## config.mk

```make
export PLATFORM = sky130hd
export DESIGN_NAME = pe_start_dispatcher
export DESIGN_NICKNAME = d
export VERILOG_FILES = /design/src/rtl/linear_layer_ctrl_pkg.sv /design/src/rtl/credit_counter.sv /design/src/rtl/pe_start_dispatcher.sv
export SDC_FILE = /design/constraint.sdc
export NUM_CORES = 1
export LEC_CHECK = 0
export ABC_AREA = 1
export BUFFER_PORTS_ARGS = -buffer_cell sky130_fd_sc_hd__buf_4
export CAP_MARGIN = 0
export CORE_ASPECT_RATIO = 2
export CORE_MARGIN = 5
export CORE_UTILIZATION = 56
export CTS_BUF_LIST = sky130_fd_sc_hd__clkbuf_2 sky130_fd_sc_hd__clkbuf_4 sky130_fd_sc_hd__clkbuf_8
export CTS_CLUSTER_DIAMETER = 40
export DETAILED_ROUTE_END_ITERATION = 10
export MAX_ROUTING_LAYER = met4
export PLACE_DENSITY_LB_ADDON = 0.1
export SLEW_MARGIN = 5
export SYNTH_ARGS = -nofsm -noshare
export SYNTH_HDL_FRONTEND = slang
export SYNTH_SLANG_ARGS = --single-unit
export TNS_END_PERCENT = 10
```

## constraint.sdc

```tcl
create_clock -name ap_clk -period 1.79 [get_ports ap_clk]
set_input_delay 0.2685 -clock ap_clk [delete_from_list [all_inputs] [get_ports ap_clk]]
set_output_delay 0.2685 -clock ap_clk [all_outputs]
set_load 0.01 [all_outputs]
```

## src/rtl/linear_layer_ctrl_pkg.sv

```systemverilog
// Shared control types and constants for the Linear_Layer dataflow region.
package linear_layer_ctrl_pkg;

  typedef enum logic {
    IDLE  = 1'b0,
    ARMED = 1'b1
  } dispatch_state_t;

  localparam int unsigned DEFAULT_MAX_INFLIGHT = 4;

endpackage

```

## src/rtl/credit_counter.sv

```systemverilog
// Saturating up/down counter. A simultaneous inc and dec cancel each other.
// A dec at zero leaves the count at zero and sets a sticky underflow flag.
module credit_counter #(
  parameter int unsigned WIDTH = 3,
  parameter int unsigned MAX   = 4
) (
  input  logic             clk,
  input  logic             rst_n,
  input  logic             inc,
  input  logic             dec,
  output logic [WIDTH-1:0] count,
  output logic             underflow
);

  localparam logic [WIDTH-1:0] MAX_CNT = WIDTH'(MAX);

  // Count update with saturation at both ends; underflow is held until reset
  always_ff @(posedge clk or negedge rst_n) begin
    if (!rst_n) begin
      count     <= '0;
      underflow <= 1'b0;
    end else begin
      case ({inc, dec})
        2'b10: begin
          if (count != MAX_CNT) count <= count + WIDTH'(1);
        end
        2'b01: begin
          if (count != '0) count <= count - WIDTH'(1);
          else             underflow <= 1'b1;
        end
        default: ;
      endcase
    end
  end

endmodule

```

## src/rtl/pe_start_dispatcher.sv

```systemverilog
// Pops start tokens from the start FIFO and drives the PE ap_ctrl_hs start
// handshake, limiting the number of started-but-not-done tasks.
module pe_start_dispatcher
  import linear_layer_ctrl_pkg::*;
#(
  parameter int unsigned MAX_INFLIGHT   = DEFAULT_MAX_INFLIGHT,
  parameter int unsigned CNT_WIDTH      = 3,
  parameter int unsigned TASK_CNT_WIDTH = 32
) (
  input  logic                      ap_clk,
  input  logic                      ap_rst_n,
  input  logic                      start_empty_n,
  output logic                      start_read,
  output logic                      pe_ap_start,
  input  logic                      pe_ap_ready,
  input  logic                      pe_ap_done,
  output logic [CNT_WIDTH-1:0]      inflight,
  output logic [TASK_CNT_WIDTH-1:0] task_count,
  output logic                      busy,
  output logic                      err_underflow
);

  localparam logic [CNT_WIDTH-1:0] MAX_CNT = CNT_WIDTH'(MAX_INFLIGHT);

  dispatch_state_t state;
  logic            accept;

  // Pop only when idle with credit, judged on the registered in-flight count;
  // gated by reset so no token is consumed while the region is held in reset
  always_comb begin
    start_read = ap_rst_n && (state == IDLE) && start_empty_n && (inflight < MAX_CNT);
    accept     = (state == ARMED) && pe_ap_ready;
  end

  // Start is decoded straight from the state register, so it is glitch-free
  // and drops asynchronously with reset
  always_comb begin
    pe_ap_start = (state == ARMED);
    busy        = (state != IDLE) || (inflight != '0);
  end

  // Handshake FSM and dispatched-task counter
  always_ff @(posedge ap_clk or negedge ap_rst_n) begin
    if (!ap_rst_n) begin
      state      <= IDLE;
      task_count <= '0;
    end else begin
      case (state)
        IDLE: begin
          if (start_read) state <= ARMED;
        end
        ARMED: begin
          if (pe_ap_ready) begin
            state      <= IDLE;
            task_count <= task_count + TASK_CNT_WIDTH'(1);
          end
        end
        default: state <= IDLE;
      endcase
    end
  end

  credit_counter #(
    .WIDTH (CNT_WIDTH),
    .MAX   (MAX_INFLIGHT)
  ) u_inflight (
    .clk       (ap_clk),
    .rst_n     (ap_rst_n),
    .inc       (accept),
    .dec       (pe_ap_done),
    .count     (inflight),
    .underflow (err_underflow)
  );

endmodule

```

==> run_results.csv <==
group,metric,value,unit
sta,setup_tns,0,ns
global_routing,track_usage,0.233,
critical_path,critPathMaxStageDelay,0.42,ns
critical_path,critPathKind,"reg2reg",
floorplan,rows,31,
sta,rsz0062_at_grt,"no",
sta,worstMarginPinSlew,0.466,ns
global_routing,antenna_found_initial,0,
power,peakVddDrop,0.810,mV
critical_path,critPathMaxFanout,8,
layout,drive_gt1_frac,0.239,
layout,diodes,0,
clock_network,insertion_delay,0.29,ns
synthesis,syn_inst,257,
detailed_routing,drcViolationCount,0,
place,placed_cell_area,2480,um2
synthesis,yosysTopAreaCell,"dfrtp_1",
clock_network,root_buffer,"clkbuf_8",
critical_path,path_cells,"nand2_4 > nand2_1 > fa_1 > xnor2_1 > inv_1 > nand2_1 > xor2_1",
place,gp_congestion,0.865,
clock_network,cts_sinks,37,
layout,fillerInstances,319,
detailed_routing,wl_per_cell,13.7,um
sta,hold_viol,0,
clock_network,cts_tree,"built",
worst_hold_path,hold_path.class,"in2async",
clock_network,htreeDepth,2,
layout,num-nets-final,315,
run_status,outcome,"finished, final reports clean",
sta,holdWs,0.0660,ns
synthesis,async_reset_ff_frac,1.00,
global_routing,grt_pass1_vias,1846,
place,port_buffers,43,
sta,fin_crit_sh,0.918,
synthesis,syn_avg_cell_area,8.14,um2
run,max_cap_viol_count,0,
detailed_routing,ant_nets,0,
place,post-dp-hpwl,3.94,mm
power,power_density,915,nW/um2
sta,slew_headroom,0.689,
detailed_routing,vias,1815,
layout,syn_to_final_growth,22.9,%
detailed_routing,first_iter_violations,29,
synthesis,netlist-cell-type-count,25,
clock_network,clkTransAtPathRegs,0.07,ns
layout,fin_cells,358,
floorplan,fp.dieW,53.2,um
critical_path,critPathArrivalTime,1.86,ns
sta,slew_violations,0,
synthesis,syn_nets,264,
synthesis,netlist_area,2090,um2
power,p_leak,1.38,nW
global_routing,grt_max_degree,38,
synthesis,ys_ff_latch,37,
critical_path,cp_common_cell,"nand2_1",
critical_path,critPathSlowestCell,"dfrtp_1",
detailed_routing,drt-total-wl,4.91,mm
detailed_routing,vias_per_cell,5.07,
clock_network,post_cts_buffers,0,
floorplan,initial_utilization,0.580,
clock_network,cts_resized,0,
synthesis,yosysWarningCount,0,
synthesis,synth.area.top_cells,"dfrtp_1, nand2_1, inv_1, xor2_1, nand3_1",
layout,final_area,2570,um2
synthesis,synth_common_cells,"nand2_1, inv_1, dfrtp_1",
global_routing,grt_pass1_wl,8.45,mm
place,place_inst,350,
detailed_routing,drt-pass1-iter-count,4,
global_routing,gr-total-overflow,0,
clock_network,cts_buffer_depth,2,
synthesis,synth.most_common_cell,"nand2_1",
floorplan,io_pins,44,
floorplan,dieArea,5130,um2
sta,finClkSkew,0.00476,ns
synthesis,synth-edff-count,0,
sta,fin_crit,1.64,ns
sta,setup_violations,0,
clock_network,cts_buffers,5,
clock_network,holdBufCountCts,0,
floorplan,die_h,96.4,um
synthesis,yosysTopAreaCellShare,0.443,
critical_path,cp-end-kind,"flop",
sta,max_freq,608,MHz
critical_path,required,2.00,ns
floorplan,coreArea,3610,um2
synthesis,ys.flop_type,"dfrtp_1",
synthesis,ys_seq_area_frac,0.443,
critical_path,start_kind,"flop",
==> worst max-delay path, delay by kind of cell (launching register included) <==
| family | cells | cell delay (ns) |
|---|---|---|
| xor gates and xnor gates | 2 | 0.32 |
| buffers and inverters | 1 | 0.05 |
| and+or+nand+nor | 3 | 0.36 |
| adders and majority gates | 1 | 0.41 |
| DFF | 1 | 0.42 |
==> cell type report <==
type,count,area [um2],area share
clock inverter,2,10.0,0.00390
multi-input combinational,179,1010,0.394
inverter,41,154,0.0599
timing repair buffer,44,330,0.129
sequential,37,926,0.360
clock buffer,6,76.3,0.0297
tap,49,61.3,0.0239
==> power by group <==
group / switching, W / internal, W
clock network: 0.000297 / 0.000285
logic: 0.000385 / 0.000299
registers: 0.000134 / 0.000951
==> per-stage QoR <==
| step | total power [W] | setup WS [ns] | utilization |
|---|---|---|---|
| 3_3_place_gp | 0.00177 | 0.219 | 0.688 |
| 6_report | 0.00235 | 0.146 | 0.712 |
| 2_1_floorplan | 0.00147 | 0.222 | - |
| 4_1_cts | 0.00238 | 0.129 | 0.712 |
| 5_1_grt | 0.00250 | 0.0210 | 0.712 |
| 3_5_place_dp | 0.00180 | 0.135 | 0.688 |
==> layout by cell type, fill, tap and decap left out, types with 2 or more instances in the layout <==
cell type  instances
nand2_1           64
buf_4             44
inv_1             40
dfrtp_1           37
nor2_1            24
nand3_1           22
xor2_1            17
nand4_1            8
nor2_4             7
xnor2_1            6
nand2_2            5
nor3_1             5
clkbuf_8           5
nand3b_1           4
nand2_4            3
nor2_2             3
o21ai_1            2
clkinv_2           2
==> metal layers <==
layer,wire (um),global-route usage,up-vias
li1,-,-,902
met1,1700,0.221,853
met2,2770,0.426,43
met3,217,0.0353,17
met4,227,0.134,0
met5,0,-,-
==> registers in the layout, indices dropped and copies added (netlist names) <==
signal and cells:
task_count 32, u_inflight.count 3, pe_ap_start 1, u_inflight.underflow 1
==> logic make-up (layout without fill, tap and decap cells) <==
kind of cell    Yosys count  after routing  share of synthesized area
simple gates            148            148                      0.354
buf+inv                  41             93                     0.0736
flops                    37             37                      0.443
xor+xnor                 23             23                     0.0963
compound gates            6              6                     0.0174
fa+ha+maj                 2              2                     0.0156
==> path summary, 6_finish.rpt <==
kind	slack (ns)	endpoint	start	cells past startpoint
hold / removal	0.07	task_count[19]	ap_rst_n	2
hold reg to reg	0.49	u_inflight.underflow	u_inflight.underflow	1
max in group asynchronous	1.40	task_count[2]	ap_rst_n	2
setup / recovery	0.15	u_inflight.count[2]	pe_ap_start	7
min in group ap_clk	0.21	pe_ap_start	pe_ap_ready	2
setup reg to reg	0.15	u_inflight.count[2]	pe_ap_start	7
Note: power is estimated with default switching activity, not from simulation.
